<file path="config.mk">
export PLATFORM = sky130hd
export DESIGN_NAME = tdm_demux_1a4
export DESIGN_NICKNAME = d
export VERILOG_FILES = /design/src/rtl/tdm_demux_1a4.sv
export SDC_FILE = /design/constraint.sdc
export NUM_CORES = 1
export LEC_CHECK = 0
export ABC_AREA = 1
export CORE_MARGIN = 8
export CORE_UTILIZATION = 38
export DETAILED_ROUTE_END_ITERATION = 12
export SETUP_SLACK_MARGIN = 0.5
export SLEW_MARGIN = 20
export SYNTH_ARGS = -nofsm -noshare
export SYNTH_HDL_FRONTEND = slang
export SYNTH_SLANG_ARGS = --single-unit
</file>
<file path="constraint.sdc">
create_clock -name clk -period 1.6 [get_ports clk]
set_clock_uncertainty 0.05 [all_clocks]
set_input_delay 0.4 -clock clk [delete_from_list [all_inputs] [get_ports clk]]
set_output_delay 0.4 -clock clk [all_outputs]
set_load 0.005 [all_outputs]
</file>
<file path="src/rtl/tdm_demux_1a4.sv">
// rtl/tdm_demux_1a4.sv - 1:4 time-division demultiplexer with frame sync hunting
module tdm_demux_1a4 #(
    parameter int W = 1
) (
    input  logic           clk,
    input  logic           rst,
    input  logic           din_valid,
    input  logic [W-1:0]   din,
    input  logic           sof,
    output logic [4*W-1:0] y,
    output logic [1:0]     s,
    output logic           frame_valid,
    output logic           sync_err,
    output logic           locked
);

    typedef enum logic {
        ST_HUNT = 1'b0,
        ST_RUN  = 1'b1
    } state_t;

    state_t         state_q, state_d;
    logic [1:0]     s_q, s_d;
    logic [3*W-1:0] shadow_q, shadow_d;
    logic [4*W-1:0] y_q, y_d;
    logic           frame_valid_q, frame_valid_d;
    logic           sync_err_q, sync_err_d;

    // State register: FSM state, slot counter, shadow lanes, published frame and pulses
    always_ff @(posedge clk) begin
        if (rst) begin
            state_q       <= ST_HUNT;
            s_q           <= 2'd0;
            shadow_q      <= '0;
            y_q           <= '0;
            frame_valid_q <= 1'b0;
            sync_err_q    <= 1'b0;
        end else begin
            state_q       <= state_d;
            s_q           <= s_d;
            shadow_q      <= shadow_d;
            y_q           <= y_d;
            frame_valid_q <= frame_valid_d;
            sync_err_q    <= sync_err_d;
        end
    end

    // Next-state logic: slot routing, frame publish and resync decisions
    always_comb begin
        state_d       = state_q;
        s_d           = s_q;
        shadow_d      = shadow_q;
        y_d           = y_q;
        frame_valid_d = 1'b0;
        sync_err_d    = 1'b0;

        if (din_valid) begin
            case (state_q)
                ST_HUNT: begin
                    // Non-sof samples are dropped silently while hunting
                    if (sof) begin
                        shadow_d[W-1:0] = din;
                        s_d             = 2'd1;
                        state_d         = ST_RUN;
                    end
                end
                ST_RUN: begin
                    if (sof) begin
                        // sof mid-frame abandons the partial frame but resyncs at once
                        sync_err_d      = (s_q != 2'd0);
                        shadow_d[W-1:0] = din;
                        s_d             = 2'd1;
                    end else begin
                        case (s_q)
                            2'd0: begin
                                // Missing sof where slot 0 was due: lose lock
                                sync_err_d = 1'b1;
                                s_d        = 2'd0;
                                state_d    = ST_HUNT;
                            end
                            2'd1: begin
                                shadow_d[W +: W] = din;
                                s_d              = 2'd2;
                            end
                            2'd2: begin
                                shadow_d[2*W +: W] = din;
                                s_d                = 2'd3;
                            end
                            default: begin
                                y_d           = {din, shadow_q};
                                frame_valid_d = 1'b1;
                                s_d           = 2'd0;
                            end
                        endcase
                    end
                end
                default: begin
                    state_d = ST_HUNT;
                    s_d     = 2'd0;
                end
            endcase
        end
    end

    // Output logic: every output comes straight from a register
    always_comb begin
        y           = y_q;
        s           = s_q;
        frame_valid = frame_valid_q;
        sync_err    = sync_err_q;
        locked      = (state_q == ST_RUN);
    end

endmodule

</file>
# Yosys cells after proc, flatten, opt, wreduce, memory -nomap -nowiden
# Index checks and enable logic that the tools add are counted.
[totals]
regBits = 12
out_inout_bits = 9
inputBits = 5
wordCells = 37
[classes]
muxes = 12
n_reduce_logical = 10
n_eq_ne = 3
bitwise_logic = 4
[ops]
columns = ["operator", "count"]
rows = [
  ["4-bit AND reduction", 3],
  ["2-bit one-hot mux with 2 select lines", 2],
  ["1-bit 2-to-1 mux", 7],
  ["3-bit OR reduction", 2],
  ["2-bit 2-to-1 mux", 2],
  ["1-bit NOT", 4],
  ["2-bit AND reduction", 2],
  ["4-bit OR reduction", 1],
  ["2-bit by 1-bit == test with 1-bit output (second input constant)", 1],
  ["2-bit == test (second input constant)", 1],
  ["2-bit zero test", 1],
  ["2-bit inequality test (second input constant)", 1],
  ["1-bit one-hot mux with 2 select lines", 1],
  ["2-bit nonzero test", 1],
]

# Logic depth before layout (Yosys ltp)
# Gate-level depths: netlist of the first run.
[logic_depth]
ltp_word = 4
ltp_mapped = 7

# Worst setup path after synthesis of the first run
# Ideal clock, no wire load.
[synth_path]
path_type = "register to register"
startpoint = "register s_q[0], in the netlist s[0]"
endpoint = "register sync_err_q, in the netlist sync_err"
arrival_ns = 1.053
setup_slack_ns = 0.419
stages_incl_launch_ff = 5
n_path_buf = 0
period_less_slack_ns = 1.181
path_cell_list = "dfxtp_1 > inv_1 > ha_1 > ha_1 > nor3_1"
[synth_via]
elab_chain_len = 3
word_cells_on_any_way = 4
cone_classes = "mux: 2; reduce/logical: 2"
[synth_rtl]
columns = ["item", "line", "rtl"]
rows = [
  ["from (decl)", "23", "logic [1:0] s_q, s_d;"],
  ["from (signal assigned)", "33", "s_q <= 2'd0;"],
  ["from (signal assigned)", "40", "s_q <= s_d;"],
  ["2-bit zero test", "74", "case (s_q)"],
  ["1-bit 2-to-1 mux", "74", ""],
  ["1-bit 2-to-1 mux *", "68", "if (sof) begin"],
  ["to (signal assigned)", "44", "sync_err_q <= sync_err_d;"],
  ["to (decl)", "27", "logic sync_err_q, sync_err_d;"],
]
# Every way passes the cells marked *; elsewhere a longest branch is shown, timed or not.
# A chain may end at the register's enable or synchronous reset.

# Final worst setup path of the first run
[layout_path]
startpoint = "register s_q[0], in the netlist s[0]"
endpoint = "output s[0]"
[layout_rtl]
columns = ["item", "line", "rtl"]
rows = [
  ["to (decl)", "11", "output logic [1:0] s,"],
]
# No word-level cell between the ends.

==> summary.md, run 1 <==
- dfxtp_1 — post-synthesis cell type with the largest combined area
- 1.20 ns — time the worst path needs with I/O delays and setup
- 0 — Antenna Diode Count
- 0.267 — proportion of total power due to net switching
- 0.103 — Total GRT Usage
- 12 — synthesis-stage register bit count
- flip-flop — critical path launch point type
- 1450 um^2 — Core ar.
- 0.08 ns — clock edge transition at the registers on the reported setup and hold paths
- 0 — DRT antenna net count
- simple AND/OR/NAND/NOR gates — dominant combinational cell family by area after synthesis
- 14 — Cell Rows
- 177 uW — net switching power figure
- dfxtp_1 (42%), ha_1 (11%), nand2_1 (9.2%) — leading post-synthesis cells by cell area
- clkbuf_4 — root cell of the clock tree
- rst — Hold Crit Start
- 77 — number of instances in the synthesized netlist
- 880 um — post-detailed-placement half-perimeter wirelength
- 0 — multiplexer share of the synthesized area
- 0.740 — gp weighted congestion
- 552 — vias post-DR
- 0 — CTS Hold Buffers Added
- 2 — count of cells along the worst hold path
- 0.322 — share of synthesized cell area in and, or, nand and nor gates
- flip-flops — Top Family by Delay on Critical Path
- 15 — distinct cell type count of the synthesized netlist
- s[0]$_SDFFE_PP0P_ — launch instance of the worst register-to-register path
- 0.0526 — Compound-Gate Fraction of Synth Area
- 2 — clock buffer depth
- 0.45 ns — internal reg-to-reg setup slack
- 0 — number of maximum-capacitance constraint violations
- 8 — Register-to-Register Path Depth
- 54.8 um — y dimension of the die
- dfxtp_1 — Top FF cell, synth
- 0 — initial antenna violation count
- 3 — number of buffers inserted during clock tree synthesis
- 14 — io pins
- 108 — final layout net count
- 3000 um^2 — Die Outline Area
- done — CTS tree
- 0 — grt ovf
- 0.75 ns — data arrival time of the critical path
- 0 — DR DRC count
- 0 — Post-Synth XOR/XNOR Area
- 0.147 — logic gate share of total power
- 4 — first-pass detailed-route iteration total
- 0.750 — period utilization
- 0.110 — adder and majority cell fraction of the synthesized area
- 2 — Max Fanout on Critical Path
- 1.15 ns — Data required, critical path
- sync_err$_SDFF_PP0_ — endpoint of the worst hold path
- 4.88 — via density per instance
- 1 — CTS H-Tree Depth
- reg2out — Worst Path Class, Setup
- 0.36 ns — largest stage delay on the critical path
- 59.6% — growth of design area from synthesis to finish
- 7.41 um^2 — mean cell area of the mapped netlist
- 0.226 ns — Worst Tran Pin Value
- 0 — number of flops mapped to enable cells by yosys
- 0.439 mV — worst-case vdd ir drop
- 87 — Post-Synthesis Net Count
- 911 um^2 — final standard cell area without fillers
- 1430 um — Routed Wire Length
- 834 MHz — upper clock frequency limit
- 0 — fraction of registers with async set or reset after synthesis
- nand2_1 (14), nor2_1 (14), dfxtp_1 (12) — leading cell types by count after synthesis
- 0.466 — share of total power in sequential cells
- 571 um^2 — Post-Syn Area
- 0 — final count of pins violating max slew
- 12 — CTS sink count
- 0 — count of synthesis-stage warnings from yosys
- 478 — via count of the first global-routing pass
- shadow_q[2]$_SDFFE_PP0P_ — capture point of the worst reg-to-reg path
- 726 nW/um^2 — pwr/cell area
- 0 — Hold Fails Final Rpt
- 0.387 — clock network power share
- 0.421 — sequential-to-total area share from yosys stat
- 0.000380 uW — leakage power total
- 0.421 — fraction of synthesized cell area taken by the top area cell type
- 2210 um — first-pass GRT wire length
- 0.849 — tightest slew margin relative to the limit
- completed — result of the run
- 484 uW — internal power
- 0.28 ns — clk_lat worst skew
- 8 — number of DRC markers in iteration 0
- 0.392 — initial standard-cell utilization of the core
- 54.8 um — chip width
- 723 um^2 — Post-Place Cell Area
- output port — Crit. End Element
- in2reg — Hold Path Class
- 0 ns — Setup TNS
- 0.372 ns — final hold slack
- 13 — number of buffers inserted by port buffering
- 12.6 um — average wire per cell in the routed design
- 0.515 — fraction of layout instances using a drive strength above 1
- 11 — pin count of the biggest net entering global routing
- 0 — number of setup violations in the final report
- yes — setup repair after global routing missed its margin
- 134 — final-layout fill cell count
- buf_6 — sequence of cells on the critical path
- dfxtp_4 — Slowest-stage cell, CP
- 1 — Buf/Inv on CP
## cell families (layout without fill, tap and decap cells)
group,Yosys count,count (layout)
buffers and inverters,13,33
AOI/OAI and AO/OA,6,6
DFF,12,12
adders and majority gates,5,5
and+or+nand+nor,41,41
## placed cells by master, fill, tap and decap left out, drive strengths merged
master and instances:
nor2 15, ha 5, dlygate4sd2 1, dfxtp 12
nand2 16, clkbuf 5, nor3 2, inv 12
dlymetal6s2s 1, o21ai 1, nand3 8, a21oi 5
buf 12, clkinv 1, clkdlybuf4s50 1
## how the worst max path moves through the flow
stage                                  from  depth (start not counted)                  end
final                     s[0]$_SDFFE_PP0P_                          1                 s[0]
after CTS                 s[0]$_SDFFE_PP0P_                          1                 s[0]
after global placement                  sof                          4  sync_err$_SDFF_PP0_
after global routing      s[0]$_SDFFE_PP0P_                          1                 s[0]
after detailed placement                sof                          4  sync_err$_SDFF_PP0_
after floorplan           s[0]$_SDFFE_PP0P_                          4  sync_err$_SDFF_PP0_
## metal layers
| metal | GRT usage | part of all wire | up-vias |
|---|---|---|---|
| met5 | 0 | 0 | - |
| met4 | 0.0615 | 0.015 | 0 |
| met3 | 0.0272 | 0.086 | 3 |
| met2 | 0.170 | 0.50 | 21 |
| met1 | 0.115 | 0.40 | 251 |
| li1 | - | - | 277 |
## metrics by stage
stage | setup WS (ns) | total power, uW | util | cells
floorplan | 0.500 | 351 | - | 77
global placement | 0.00168 | 381 | 0.497 | 106
detailed placement | -0.0324 | 381 | 0.497 | 106
CTS | 0.405 | 653 | 0.606 | 113
global route | 0.393 | 680 | 0.627 | 113
finish | 0.401 | 661 | 0.627 | 113
## state kept, by name, summed over array words and instances (netlist names)
register and cells:
y 4, shadow_q 3, s 2, sync_err 1
locked 1, frame_valid 1
## layout make-up
| type | instances | area, um^2 | share of cell area |
|---|---|---|---|
| sequential | 12 | 254 | 0.279 |
| timing repair buffer | 16 | 136 | 0.150 |
| inverter | 13 | 68.8 | 0.0755 |
| multi-input combinational | 52 | 395 | 0.434 |
| clock buffer | 4 | 36.3 | 0.0398 |
| tap | 16 | 20.0 | 0.0220 |
## power by group through the flow
stage,combinational [uW],sequential [uW],clock (uW)
floorplan,32.5,318,0
finish,97.2,308,256
global placement,62.7,318,0
CTS,90.3,308,255
global route,105,309,266
detailed placement,62.7,319,0
## what timing repair did
| item | CTS | global route |
|---|---|---|
| pin swaps | 13 | 9 |
| setup endpoints to repair | 21 | 20 |
| buffers inserted | 3 | 0 |
| cloned | 0 | 0 |
| resized for setup | 76 | 10 |
Power figures use the tool's default switching activity.
==> inputs of run 2 (changes only) <==
==> constraint.sdc (replaced) <==
create_clock -name clk -period 1.2 [get_ports clk]
set_clock_uncertainty 0.05 [all_clocks]
set_input_delay 0.3 -clock clk [delete_from_list [all_inputs] [get_ports clk]]
set_output_delay 0.3 -clock clk [all_outputs]
set_load 0.005 [all_outputs]
==> run 2 against run 1 <==
Effect of this change:
- register-to-register slack lost 0.36 ns
- count of clock-buffer cells in the layout stayed put
- final cell count grew 6.2%
==> summary.md, run 2 (synthesized netlist as in run 1, its figures left out) <==
- 54.8 um — y dimension of the die
- 0 — Antenna Diode Count
- 0 — grt ovf
- 0.910 — tightest slew margin relative to the limit
- 0.34 ns — largest stage delay on the critical path
- clkbuf_4 — root cell of the clock tree
- 115 — final layout net count
- 209 uW — net switching power figure
- 12 — CTS sink count
- 0 — Hold Fails Final Rpt
- flip-flops — Top Family by Delay on Critical Path
- 0.392 — initial standard-cell utilization of the core
- 932 nW/um^2 — pwr/cell area
- flip-flop — critical path launch point type
- 0.135 ns — Worst Tran Pin Value
- in2reg — Hold Path Class
- 0.244 — proportion of total power due to net switching
- 4 — Max Fanout on Critical Path
- 1.32 ns — Data required, critical path
- 14 — io pins
- 563 — vias post-DR
- 0.000406 uW — leakage power total
- 0.633 — Post-Route Utilization
- 0.08 ns — clock edge transition at the registers on the reported setup and hold paths
- 0 — CTS Hold Buffers Added
- 11 — pin count of the biggest net entering global routing
- completed — result of the run
- 4 — first-pass detailed-route iteration total
- 0 — DRT antenna net count
- 61.2% — growth of design area from synthesis to finish
- 2 — clock buffer depth
- 1450 um^2 — Core ar.
- dfxtp_2 — Slowest-stage cell, CP
- 0.747 — gp weighted congestion
- 0 ns — Setup TNS
- 0.367 — clock network power share
- 0 — initial antenna violation count
- 4.69 — via density per instance
- 648 uW — internal power
- 54.8 um — chip width
- 2 — Buf/Inv on CP
- 1450 um — Routed Wire Length
- nand2_1 — most common cell after layout, fill and taps aside
- 0 — number of setup violations in the final report
- yes — setup repair after global routing missed its margin
- buf_6, ha_4, inv_4, nor2_4, nand3_2, nand2_1, nor2_1 — sequence of cells on the critical path
- 0.480 — share of total power in sequential cells
- 2230 um — first-pass GRT wire length
- 5 — number of DRC markers in iteration 0
- reg2reg — Worst Path Class, Setup
- 3 — number of buffers inserted during clock tree synthesis
- 4 — flip-flop count of the largest register after layout
- 3000 um^2 — Die Outline Area
- 13 — number of buffers inserted by port buffering
- 1.23 ns — data arrival time of the critical path
- 898 MHz — upper clock frequency limit
- 0.105 — Total GRT Usage
- nand2_1 (13), nor2_1 (11), buf_2 (8), inv_1 (7), buf_4 (7) — most frequent cells in the layout
- done — CTS tree
- 0 — DR DRC count
- 14 — Cell Rows
- 536 — via count of the first global-routing pass
- 1.11 ns — time the worst path needs with I/O delays and setup
- 12.1 um — average wire per cell in the routed design
- flip-flop — Crit. End Element
- 0 — final count of pins violating max slew
- 0.153 — logic gate share of total power
- 1 — CTS H-Tree Depth
- 0 — number of maximum-capacitance constraint violations
- 0.928 — period utilization
- 0.548 — fraction of layout instances using a drive strength above 1
- 0.683 mV — worst-case vdd ir drop
- 0.27 ns — clk_lat worst skew
- 995 um — post-detailed-placement half-perimeter wirelength
run 2: path summary, 6_finish.rpt:
| path | start | to | slack (ns) | cells past startpoint |
|---|---|---|---|---|
| setup / recovery | s[1]$_SDFFE_PP0P_ | y[1]$_SDFFE_PP0P_ | 0.09 | 7 |
| hold reg to reg | shadow_q[0]$_SDFFE_PP0P_ | shadow_q[0]$_SDFFE_PP0P_ | 0.41 | 2 |
| hold / removal | sof | shadow_q[0]$_SDFFE_PP0P_ | 0.33 | 3 |
| setup reg to reg | s[1]$_SDFFE_PP0P_ | y[1]$_SDFFE_PP0P_ | 0.09 | 7 |
run 2: cell type report:
class	count	area, um^2
Fill cell	133	534
Multi-Input combinational cell	52	380
Sequential cell	12	251
Timing Repair Buffer	22	163
Inverter	13	63.8
Clock buffer	4	36.3
Tap cell	16	20.0
Timing Repair inverter	1	5.00
run 2: per-stage QoR:
step	hold WS (ns)	cell area [um^2]	worst slack, ns	power (uW)	instances
6_report	0.325	920	0.0865	857	120
5_1_grt	0.329	920	0.0291	898	120
4_1_cts	0.397	908	0.0908	866	120
3_5_place_dp	0.411	806	-0.253	536	113
3_3_place_gp	0.409	806	-0.222	533	113
2_1_floorplan	0.327	603	0.176	476	77
run 2: worst register-to-register path, stage by stage (launching register included):
cell and delay [ns]:
dfxtp_2 0.34, buf_6 0.13, ha_4 0.16, inv_4 0.04, nor2_4 0.12, nand3_2 0.08
nand2_1 0.07, nor2_1 0.04
run 2: what timing repair did:
action / 4_1_cts / 5_1_grt
pin swaps: 4 / 4
endpoints found under the setup margin: 21 / 21
buffers inserted: 2 / 0
gates resized for setup: 70 / 5
cloned: 1 / 0
run 2: power by group through the flow:
stage | logic [uW] | registers, uW | clock network [uW]
floorplan | 50.8 | 425 | 0
global placement | 111 | 423 | 0
detailed placement | 113 | 423 | 0
CTS | 128 | 411 | 327
global route | 143 | 413 | 342
finish | 131 | 411 | 315
run 2: per-layer routing:
layer	track usage	vias up	share of wire
li1	-	291	-
met1	0.0915	260	0.35
met2	0.206	12	0.57
met3	0.0598	0	0.077
met4	0.0164	0	0
met5	0	-	0
==> inputs of run 3 (changes only) <==
--- a/config.mk
+++ b/config.mk
@@ -7,7 +7,7 @@
 export LEC_CHECK = 0
 export ABC_AREA = 1
 export CORE_MARGIN = 8
-export CORE_UTILIZATION = 38
+export CORE_UTILIZATION = 35
 export DETAILED_ROUTE_END_ITERATION = 12
 export SETUP_SLACK_MARGIN = 0.5
 export SLEW_MARGIN = 20
==> constraint.sdc (replaced) <==
create_clock -name clk -period 1.2 [get_ports clk]
set_clock_uncertainty 0.05 [all_clocks]
set_input_delay 0.3 -clock clk [delete_from_list [all_inputs] [get_ports clk]]
set_output_delay 0.3 -clock clk [all_outputs]
set_load 0.02 [all_outputs]
==> run 3 against run 2 <==
Effect of this change:
- register-to-register slack worse by 0.04 ns
- critical path type unchanged
- hold slack worse by 0.029 ns
- critical endpoint is now shadow_q[2]$_SDFFE_PP0P_
- critical path depth up 1
- flip-flop and latch count is the same
- largest power group unchanged
- worst setup slack got worse by 0.037 ns
- first-iteration DRC count grew to 3.2 times the previous value
==> summary.md, run 3 (synthesized netlist as in run 1, its figures left out) <==
- completed — result of the run
- 12.1 um — average wire per cell in the routed design
- 70.2% — growth of design area from synthesis to finish
- 0.637 — Post-Route Utilization
- 14 — io pins
- 0 — grt ovf
- 886 nW/um^2 — pwr/cell area
- shadow_q[2]$_SDFFE_PP0P_ — capture point of the worst reg-to-reg path
- reg2reg — Worst Path Class, Setup
- 0.778 — gp weighted congestion
- 0.05 ns — internal reg-to-reg setup slack
- 0 — DR DRC count
- 0.959 — period utilization
- 0.261 — proportion of total power due to net switching
- 4 — first-pass detailed-route iteration total
- 596 — via count of the first global-routing pass
- 1.26 ns — data arrival time of the critical path
- 3180 um^2 — Die Outline Area
- shadow_q[2]$_SDFFE_PP0P_ — end point of the critical path
- 2 — clock buffer depth
- 0 — CTS Hold Buffers Added
- 0 — Antenna Diode Count
- 12 — CTS sink count
- s[0]$_SDFFE_PP0P_ — launch instance of the worst register-to-register path
- 0.374 — initial standard-cell utilization of the core
- yes — setup repair after global routing missed its margin
- flip-flops — Top Family by Delay on Critical Path
- flip-flop — critical path launch point type
- 0 — number of setup violations in the final report
- dfxtp_4 — Slowest-stage cell, CP
- flip-flop — Crit. End Element
- 0.590 — fraction of layout instances using a drive strength above 1
- 0.08 ns — clock edge transition at the registers on the reported setup and hold paths
- 0.27 ns — clk_lat worst skew
- 869 MHz — upper clock frequency limit
- 0.167 — logic gate share of total power
- 147 — final-layout fill cell count
- nor2_1 (11), nand2_1 (11), dfxtp_4 (8), buf_6 (8) — most frequent cells in the layout
- 633 um — Metal-1 WL
- 11 — pin count of the biggest net entering global routing
- 662 um — Met2 Routed Length
- 0.901 — tightest slew margin relative to the limit
- 4 — Max Fanout on Critical Path
- 92 um — DR WL met3
- 0 — final count of pins violating max slew
- 225 uW — net switching power figure
- 0 — initial antenna violation count
- s[0]$_SDFFE_PP0P_ — launch point of the worst path
- 3 — Buf/Inv on CP
- buf_6, inv_6, ha_4, inv_2, nor2_4, nand3_2, nand2_1, nor2_1 — sequence of cells on the critical path
- 16 — number of DRC markers in iteration 0
- 4 — flip-flop count of the largest register after layout
- 1020 um — post-detailed-placement half-perimeter wirelength
- 0.0952 — Total GRT Usage
- 0.000394 uW — leakage power total
- 13 — number of buffers inserted by port buffering
- 14 — Cell Rows
- in2reg — Hold Path Class
- 8 — number of logic stages on the critical path including buffering
- 0 ns — Setup TNS
- 1 — CTS H-Tree Depth
- 0.478 mV — worst-case vdd ir drop
- 8 — Register-to-Register Path Depth
- 0 — DRT antenna net count
- clkbuf_4 — root cell of the clock tree
- met4 — highest routing layer actually used
- 3 — count of cells along the worst hold path
- 3 — number of buffers inserted during clock tree synthesis
- 0 — number of maximum-capacitance constraint violations
- 1520 um^2 — Core ar.
- 2490 um — first-pass GRT wire length
- 1.15 ns — time the worst path needs with I/O delays and setup
- 0.35 ns — largest stage delay on the critical path
- 56.4 um — y dimension of the die
- 547 — vias post-DR
- 0.149 ns — Worst Tran Pin Value
- 0.372 — clock network power share
- 111 — final layout net count
- 636 uW — internal power
- 4.72 — via density per instance
- done — CTS tree
- 0.461 — share of total power in sequential cells
- 1400 um — Routed Wire Length
- 1.31 ns — Data required, critical path
- 56.4 um — chip width
- 0 — Hold Fails Final Rpt
## run 3: cell count changes in the layout (fill, tap and decap cells not counted), moves of 5 or more
cell	change
dfxtp_4	+7
buf_2	-5
buf_6	+5
dfxtp_2	-5
## run 3: final cells by class
class                      instances  area [um^2]  area share
timing repair buffer              19          171       0.177
tap                               16         20.0      0.0206
inverter                          13         68.8      0.0709
clock buffer                       4         36.3      0.0374
multi-input combinational         52          403       0.415
sequential                        12          272       0.280
## run 3: routing by layer
metal	GRT usage	vias up
met5	0	-
met4	0.0412	0
met3	0.0315	2
met2	0.168	18
met1	0.0996	239
li1	-	288
## run 3: repair_timing
action | in CTS | in global routing
buffers inserted | 0 | 0
resized for setup | 75 | 15
pin swaps | 8 | 9
endpoints found under the hold margin | 0 | 0
setup endpoints to repair | 21 | 21
cloned | 0 | 0
## run 3: worst min path at each step
stage                             startpoint                       end  slack [ns]
global route                             rst       sync_err$_SDFF_PP0_        0.30
global placement    shadow_q[0]$_SDFFE_PP0P_  shadow_q[0]$_SDFFE_PP0P_        0.41
CTS                                      sof       locked$_SDFFE_PP0P_        0.40
floorplan                                rst    frame_valid$_SDFF_PP0_        0.32
finish                                   rst       sync_err$_SDFF_PP0_        0.30
detailed placement  shadow_q[0]$_SDFFE_PP0P_  shadow_q[0]$_SDFFE_PP0P_        0.41
## run 3: stage by stage
stage	instances	hold slack (ns)	total power, uW	setup WS [ns]	instance area [um^2]
final	116	0.296	861	0.0491	971
after global routing	116	0.297	907	0.000698	971
after CTS	116	0.400	864	0.0580	942
after detailed placement	112	0.405	532	-0.255	847
after global placement	112	0.407	530	-0.233	847
after floorplan	77	0.319	470	0.145	652
## run 3: worst reg2reg max path: cells and delay by family (launching register included)
kind                       cells  cell delay, ns
and+or+nand+nor                4            0.28
DFF                            1            0.35
buffers and inverters          3            0.23
adders and majority gates      1            0.13
## run 3: power groups by stage
stage	Clock [uW]	Sequential [uW]	Combinational, uW
after floorplan	0	418	51.6
after global placement	0	405	125
after detailed placement	0	405	127
after CTS	330	397	137
after global routing	351	398	158
final	320	397	144
